### src/rtl/hazard_stall_unit.sv
// ---------------------------------------------------------------------------
// hazard_stall_unit
//
// Data-hazard controller for the ID stage of a classic 5-stage MIPS pipeline.
// It keeps a small shadow copy of the register writers that are in flight in
// EX, MEM and WB. It compares them against the source registers of the
// instruction in ID and produces:
//   - a stall that freezes PC and IF/ID,
//   - a bubble that clears ID/EX,
//   - registered EX-stage forwarding selects (forwarding build only),
//   - saturating stall statistics.
//
// Build option:
//   HAZARD_FORWARDING_EN  defined   -> forwarding mode. Only a load followed
//                                      by a use of its result stalls.
//                                      fwd_a/fwd_b are driven.
//                         undefined -> non-forwarding mode. Any EX or MEM
//                                      writer match stalls. fwd_a/fwd_b are
//                                      tied to 0 and no registers are built
//                                      for them.
//
// Parameters:
//   CNT_W          width of the statistics counters
//
// Ports:
//   clk            system clock, rising edge
//   rst_n          asynchronous active-low reset
//   id_valid       ID stage holds a real instruction
//   id_rs, id_rt   source register fields of the ID instruction
//   r1_used        ID instruction reads rs
//   r2_used        ID instruction reads rt
//   id_reg_write   ID instruction writes a register
//   id_dest        destination register of the ID instruction (rd/rt muxed)
//   id_mem_to_reg  ID instruction is a load
//   flush          redirect; the ID instruction is discarded
//   stall          hold PC and IF/ID (combinational)
//   bubble         clear ID/EX this cycle (combinational)
//   fwd_a, fwd_b   EX operand selects: 0 regfile, 1 EX/MEM, 2 MEM/WB
//   stall_cycles   number of stalled cycles, saturating
//   stall_events   number of stall rising edges, saturating
// ---------------------------------------------------------------------------
module hazard_stall_unit #(
    parameter int CNT_W = 32
) (
    input  logic             clk,
    input  logic             rst_n,
    input  logic             id_valid,
    input  logic [4:0]       id_rs,
    input  logic [4:0]       id_rt,
    input  logic             r1_used,
    input  logic             r2_used,
    input  logic             id_reg_write,
    input  logic [4:0]       id_dest,
    input  logic             id_mem_to_reg,
    input  logic             flush,
    output logic             stall,
    output logic             bubble,
    output logic [1:0]       fwd_a,
    output logic [1:0]       fwd_b,
    output logic [CNT_W-1:0] stall_cycles,
    output logic [CNT_W-1:0] stall_events
);

    // One shadow pipeline slot: who will write which register, and whether
    // the value only becomes available after the memory stage.
    typedef struct packed {
        logic       valid;
        logic [4:0] dest;
        logic       is_load;
    } slot_t;

    localparam logic [CNT_W-1:0] CNT_ONE = {{(CNT_W-1){1'b0}}, 1'b1};
    localparam logic [CNT_W-1:0] CNT_MAX = {CNT_W{1'b1}};

    slot_t ex_slot;
    slot_t mem_slot;
    slot_t wb_slot;
    slot_t ex_next;

    logic  src_a_live;
    logic  src_b_live;
    logic  ex_writer;
    logic  mem_writer;
    logic  match_ex_a;
    logic  match_ex_b;
    logic  match_mem_a;
    logic  match_mem_b;
    logic  hazard;
    logic  prev_stall;

    // The WB slot is kept so the shadow pipeline mirrors the real one. It is
    // never consulted for hazards, because the register file writes in the
    // first half of the cycle and ID reads the new value in the second half.
    logic  unused_wb_slot;
    assign unused_wb_slot = ^wb_slot;

    // A source only takes part in hazard checks when the instruction is real,
    // actually reads that field, and the field is not $0 (hardwired zero).
    assign src_a_live = id_valid & r1_used & (id_rs != 5'd0);
    assign src_b_live = id_valid & r2_used & (id_rt != 5'd0);

    // Writes to $0 are discarded by the register file, so such a slot
    // produces nothing worth waiting for or forwarding.
    assign ex_writer  = ex_slot.valid  & (ex_slot.dest  != 5'd0);
    assign mem_writer = mem_slot.valid & (mem_slot.dest != 5'd0);

    assign match_ex_a  = src_a_live & ex_writer  & (ex_slot.dest  == id_rs);
    assign match_ex_b  = src_b_live & ex_writer  & (ex_slot.dest  == id_rt);
    assign match_mem_a = src_a_live & mem_writer & (mem_slot.dest == id_rs);
    assign match_mem_b = src_b_live & mem_writer & (mem_slot.dest == id_rt);

`ifdef HAZARD_FORWARDING_EN
    // With bypass paths, only a load in EX is too late: its data appears
    // at the end of MEM. So the dependent instruction waits exactly one cycle.
    assign hazard = ex_slot.is_load & (match_ex_a | match_ex_b);
`else
    // Without bypass paths, a result is visible to ID only once the writer
    // reaches WB. Any writer still in EX or MEM therefore blocks the read.
    assign hazard = match_ex_a | match_ex_b | match_mem_a | match_mem_b;
`endif

    // A redirect discards the ID instruction. There is nothing to hold, so
    // flush suppresses the stall but still forces the bubble.
    assign stall  = hazard & ~flush;
    assign bubble = hazard | flush;

    // The next EX slot carries the ID instruction's write intent unless
    // ID/EX is being cleared this cycle.
    always_comb begin
        ex_next = '0;
        if (!bubble) begin
            ex_next.valid   = id_valid & id_reg_write;
            ex_next.dest    = id_dest;
            ex_next.is_load = id_mem_to_reg;
        end
    end

    // Shadow pipeline advances on every edge, the same way the real stage
    // registers do. Stalls are handled by the bubble inserted into EX.
    always_ff @(posedge clk or negedge rst_n) begin
        if (!rst_n) begin
            ex_slot  <= '0;
            mem_slot <= '0;
            wb_slot  <= '0;
        end else begin
            ex_slot  <= ex_next;
            mem_slot <= ex_slot;
            wb_slot  <= mem_slot;
        end
    end

`ifdef HAZARD_FORWARDING_EN
    logic [1:0] sel_a;
    logic [1:0] sel_b;

    // The younger writer (EX) holds the most recent value of the register.
    // So it takes priority over an older MEM writer of the same register.
    always_comb begin
        sel_a = 2'd0;
        sel_b = 2'd0;
        if (match_ex_a) begin
            sel_a = 2'd1;
        end else if (match_mem_a) begin
            sel_a = 2'd2;
        end
        if (match_ex_b) begin
            sel_b = 2'd1;
        end else if (match_mem_b) begin
            sel_b = 2'd2;
        end
    end

    // The selects travel with the instruction into EX. A bubble becomes a
    // nop, so it must not drive a bypass mux.
    always_ff @(posedge clk or negedge rst_n) begin
        if (!rst_n) begin
            fwd_a <= 2'd0;
            fwd_b <= 2'd0;
        end else if (bubble) begin
            fwd_a <= 2'd0;
            fwd_b <= 2'd0;
        end else begin
            fwd_a <= sel_a;
            fwd_b <= sel_b;
        end
    end
`else
    assign fwd_a = 2'd0;
    assign fwd_b = 2'd0;
`endif

    // Statistics. An event is counted on the first cycle of a stall run, so
    // the previous cycle's stall is remembered. Both counters stick at
    // all-ones instead of wrapping.
    always_ff @(posedge clk or negedge rst_n) begin
        if (!rst_n) begin
            stall_cycles <= '0;
            stall_events <= '0;
            prev_stall   <= 1'b0;
        end else begin
            prev_stall <= stall;
            if (stall && (stall_cycles != CNT_MAX)) begin
                stall_cycles <= stall_cycles + CNT_ONE;
            end
            if (stall && !prev_stall && (stall_events != CNT_MAX)) begin
                stall_events <= stall_events + CNT_ONE;
            end
        end
    end

endmodule

### config.mk
export PLATFORM = sky130hd
export DESIGN_NAME = hazard_stall_unit
export DESIGN_NICKNAME = d
export VERILOG_FILES = /design/src/rtl/hazard_stall_unit.sv
export SDC_FILE = /design/constraint.sdc
export NUM_CORES = 1
export LEC_CHECK = 0
export BUFFER_PORTS_ARGS = -buffer_cell sky130_fd_sc_hd__buf_2
export CORE_AREA = 2 2 97 99
export DETAILED_ROUTE_END_ITERATION = 16
export DIE_AREA = 0 0 99 101
export MAX_ROUTING_LAYER = met4
export PLACE_DENSITY = 0.76
export SYNTH_ARGS = -nofsm -noshare
export SYNTH_HDL_FRONTEND = slang
export SYNTH_SLANG_ARGS = --single-unit
### constraint.sdc
create_clock -name clk -period 3.08 [get_ports clk]
set_input_delay 0.616 -clock clk [delete_from_list [all_inputs] [get_ports clk]]
set_output_delay 0.616 -clock clk [all_outputs]
set_load 0.03 [all_outputs]
==> impl_metrics.yaml <==
outcome:
  status: "complete, no violations"
worst_hold_path:
  holdCritStartpoint: "ex_slot[6]"
  hp-class: "flip-flop to flip-flop"
  whs_endpoint: "mem_slot[6]"
  hold-path-cell-count: 0
timing:
  maxSlewHeadroom_pct: 36.2
  finalSetupTns_ns: 0
  final-setup-viol-count: 0
  grt_setup_unrepaired: "no"
  period_share_pct: 93.7
  tightest_slew_ns: 0.957
  hold_violations: 0
  period_needed_ns: 2.89
  max_freq_ghz: 0.346
  drv_slew: 0
  worst_clock_skew_ns: 0.0139
logic_synthesis:
  async_flop_share_pct: 100
  synth_top_family_by_area: "simple AND/OR/NAND/NOR gates"
  ys_seq_area_share_pct: 48.9
  synth-adder-area-share_pct: 0.635
  syn_area_mm2: 0.00394
  synth_cell_types: 43
  synth_xor_area_share_pct: 18.0
  yosysWarnings: 0
  syn-mean-instance-area_um2: 10.5
  synthSimpleGateAreaFrac_pct: 25.8
  synth-seq-cells: 77
  synth_cells: 375
  synth_compound_area_share_pct: 2.06
  synth_edf_count: 0
  synth_ff_type: "dfrtp_1"
  synth_mux_area_share_pct: 0.667
clocking:
  clkLatencyLatePin_ns: 0.34
  clock_path_buffers: 2
  htree_levels: 3
  cts_tree: "done"
  cts.repair.resized: 0
  cts.clk_slew.worst_paths_ns: 0.07
  cts_buffers: 9
  cts_root_buf: "clkbuf_8"
  cts.sinks: 77
  postCtsHoldBufs: 0
  post-cts-setup-buffer-count: 0
place:
  hpwl_um: 6040
  portBuffers: 87
  place.gp.congestion: 0.890
critical_path:
  criticalPathCategory: "flip-flop to output port"
  cp.arrival_ns: 2.27
  r2r_end: "stall_cycles[1]"
  worstSetupEndpointType: "output port"
  r2r_slack_ns: 0.58
  critPathTopFamily: "simple AND/OR/NAND/NOR gates"
  max_stage_delay_ns: 0.42
  cp_cell_sequence: "or4_1 -> o21ai_1 -> nor4_1 -> nor2_1 -> buf_4 -> o32ai_4 -> buf_2"
  crit_start: "ex_slot[2]"
  worst_ep_required_time_ns: 2.46
  cp_max_fo: 4
  r2r_cells: 9
  crit_buf_inv: 2
  worst_r2r_startpoint: "ex_slot[2]"
  worstSetupStartpointType: "flip-flop"
  slowest_stage: "dfrtp_1"
drt:
  wl_um: 8430
  dr.first_iter.drc_count: 101
  routed_via_density: 5.38
  dr.pass1.iters: 4
  drc: 0
  drtAntennaViolNets: 0
  post_drt_wl_per_cell_um: 14.5
  num_vias: 3139
global_routing:
  grt_pass1_wl_um: 14300
  grt_usage_pct: 18.2
  grt_max_degree: 78
  grt-ovfl-total: 0
  grt_pass1_vias: 2986
  antenna_found_initial: 0
floorplanning:
  num_rows: 35
  die_h_um: 101
  start_util_pct: 43.9
  num_io_pins: 93
  die-width_um: 99
  fp.dieArea_mm2: 0.0100
  core_area_mm2: 0.00898
power_and_ir_drop:
  powerDensity_mw_per_mm2: 421
  internal_power_w: 0.00154
  switching_share_pct: 22.4
  power_frac_comb_pct: 5.1
  p_switching_w: 0.000444
  clkPwrFrac_pct: 42.7
  total_power_w: 0.00198
  leakage_nw: 2.27
  p_seq_share_pct: 52.2
  max-vdd-ir-drop_uv: 193
final_layout:
  nNetsFinal: 492
  diodes: 0
  syn_to_final_growth_pct: 19.4
  post-route-util_pct: 52.4
  layout-drive-gt1-share_pct: 25.8
flow_run:
  max-cap-violations: 0
per-stage QoR:
stage	hold WS [ns]	setup WS, ns	instances	area (um2)
after global routing	0.396	0.0194	583	4710
after detailed placement	0.365	0.364	565	4470
after floorplan	0.320	0.569	378	3950
final	0.381	0.193	583	4710
after CTS	0.383	0.0961	581	4690
after global placement	0.364	0.371	565	4470
logic make-up (layout without fill, tap and decap cells):
logic type	Yosys count	after routing
AND/OR/NAND/NOR	178	178
buffers and inverters	25	119
AO/OA/AOI/OAI	9	9
other	1	4
flip-flops	77	77
XOR/XNOR	81	81
adder cells (fa/ha/maj)	2	2
multiplexers	2	2
final cells by class:
cell class | count | area [um2]
clock inverters | 6 | 86.3
multi-input cells | 276 | 1880
clock buffers | 10 | 138
well taps | 111 | 139
fillers | 823 | 4270
repair buffers | 95 | 510
inverters | 8 | 30.0
flip-flops and latches | 77 | 1930
routing by layer:
metal | GRT usage (%) | routed length [um] | up-vias
li1 | - | - | 1494
met1 | 23.8 | 3710 | 1516
met2 | 28.6 | 4090 | 118
met3 | 3.61 | 502 | 11
met4 | 6.01 | 121 | 0
met5 | - | 0 | -
synth_stat cells (2+ instances only):
library cell	n	area share, %
dfrtp_1	77	49
xnor2_1	72	16
nand3_1	40	5.1
and3_1	29	4.6
nand4_1	24	3.8
nand2_1	23	2.2
nor2_1	18	1.7
xor2_1	9	2.0
buf_4	8	1.5
inv_1	8	0.76
and4_1	7	1.6
nor4_1	6	0.95
nor3_1	5	0.63
and2_1	4	0.63
or4_1	4	0.76
buf_2	3	0.38
buf_6	3	0.86
clkbuf_1	3	0.29
nor2b_1	3	0.48
ha_1	2	0.63
nand4b_1	2	0.44
nor4b_1	2	0.44
o211ai_1	2	0.38
o21ai_1	2	0.25
power by group through the flow:
| stage | Combinational (W) | Sequential (W) | Clock [W] |
|---|---|---|---|
| 4_1_cts | 0.000104 | 0.00103 | 0.000875 |
| 3_5_place_dp | 0.000103 | 0.00105 | 0 |
| 5_1_grt | 0.000115 | 0.00104 | 0.000911 |
| 2_1_floorplan | 0.0000490 | 0.00106 | 0 |
| 6_report | 0.000101 | 0.00103 | 0.000845 |
| 3_3_place_gp | 0.000101 | 0.00105 | 0 |
flip-flops by register name, indices dropped and copies added (netlist names):
register / count
prev_stall: 1
stall_events: 32
mem_slot: 6
stall_cycles: 32
ex_slot: 6
worst max path at each step:
stage	cells after the start	endpoint	slack, ns
final	7	stall	0.19
after floorplan	4	bubble	0.57
after global placement	5	bubble	0.37
after CTS	6	bubble	0.1
after global routing	7	stall	0.02
after detailed placement	5	bubble	0.36
placed cells by master (no fill, tap or decap), drive strengths merged, types with 2 or more instances in the layout:
master	Yosys	routed
bufinv	0	2
nor2b	3	3
dfrtp	77	77
clkinv	0	3
and2	5	5
nand3	40	40
nor4	6	6
nand4	24	24
nor4b	2	2
conb	1	4
nor2	20	20
and3	29	29
clkbuf	3	10
o21ai	2	2
mux2	2	2
nor3	6	6
buf	14	95
inv	8	8
nand4b	2	2
and4	8	8
or4	4	4
xnor2	72	72
ha	2	2
o211ai	2	2
xor2	9	9
nand2	23	23
Power figures use the tool's default switching activity.
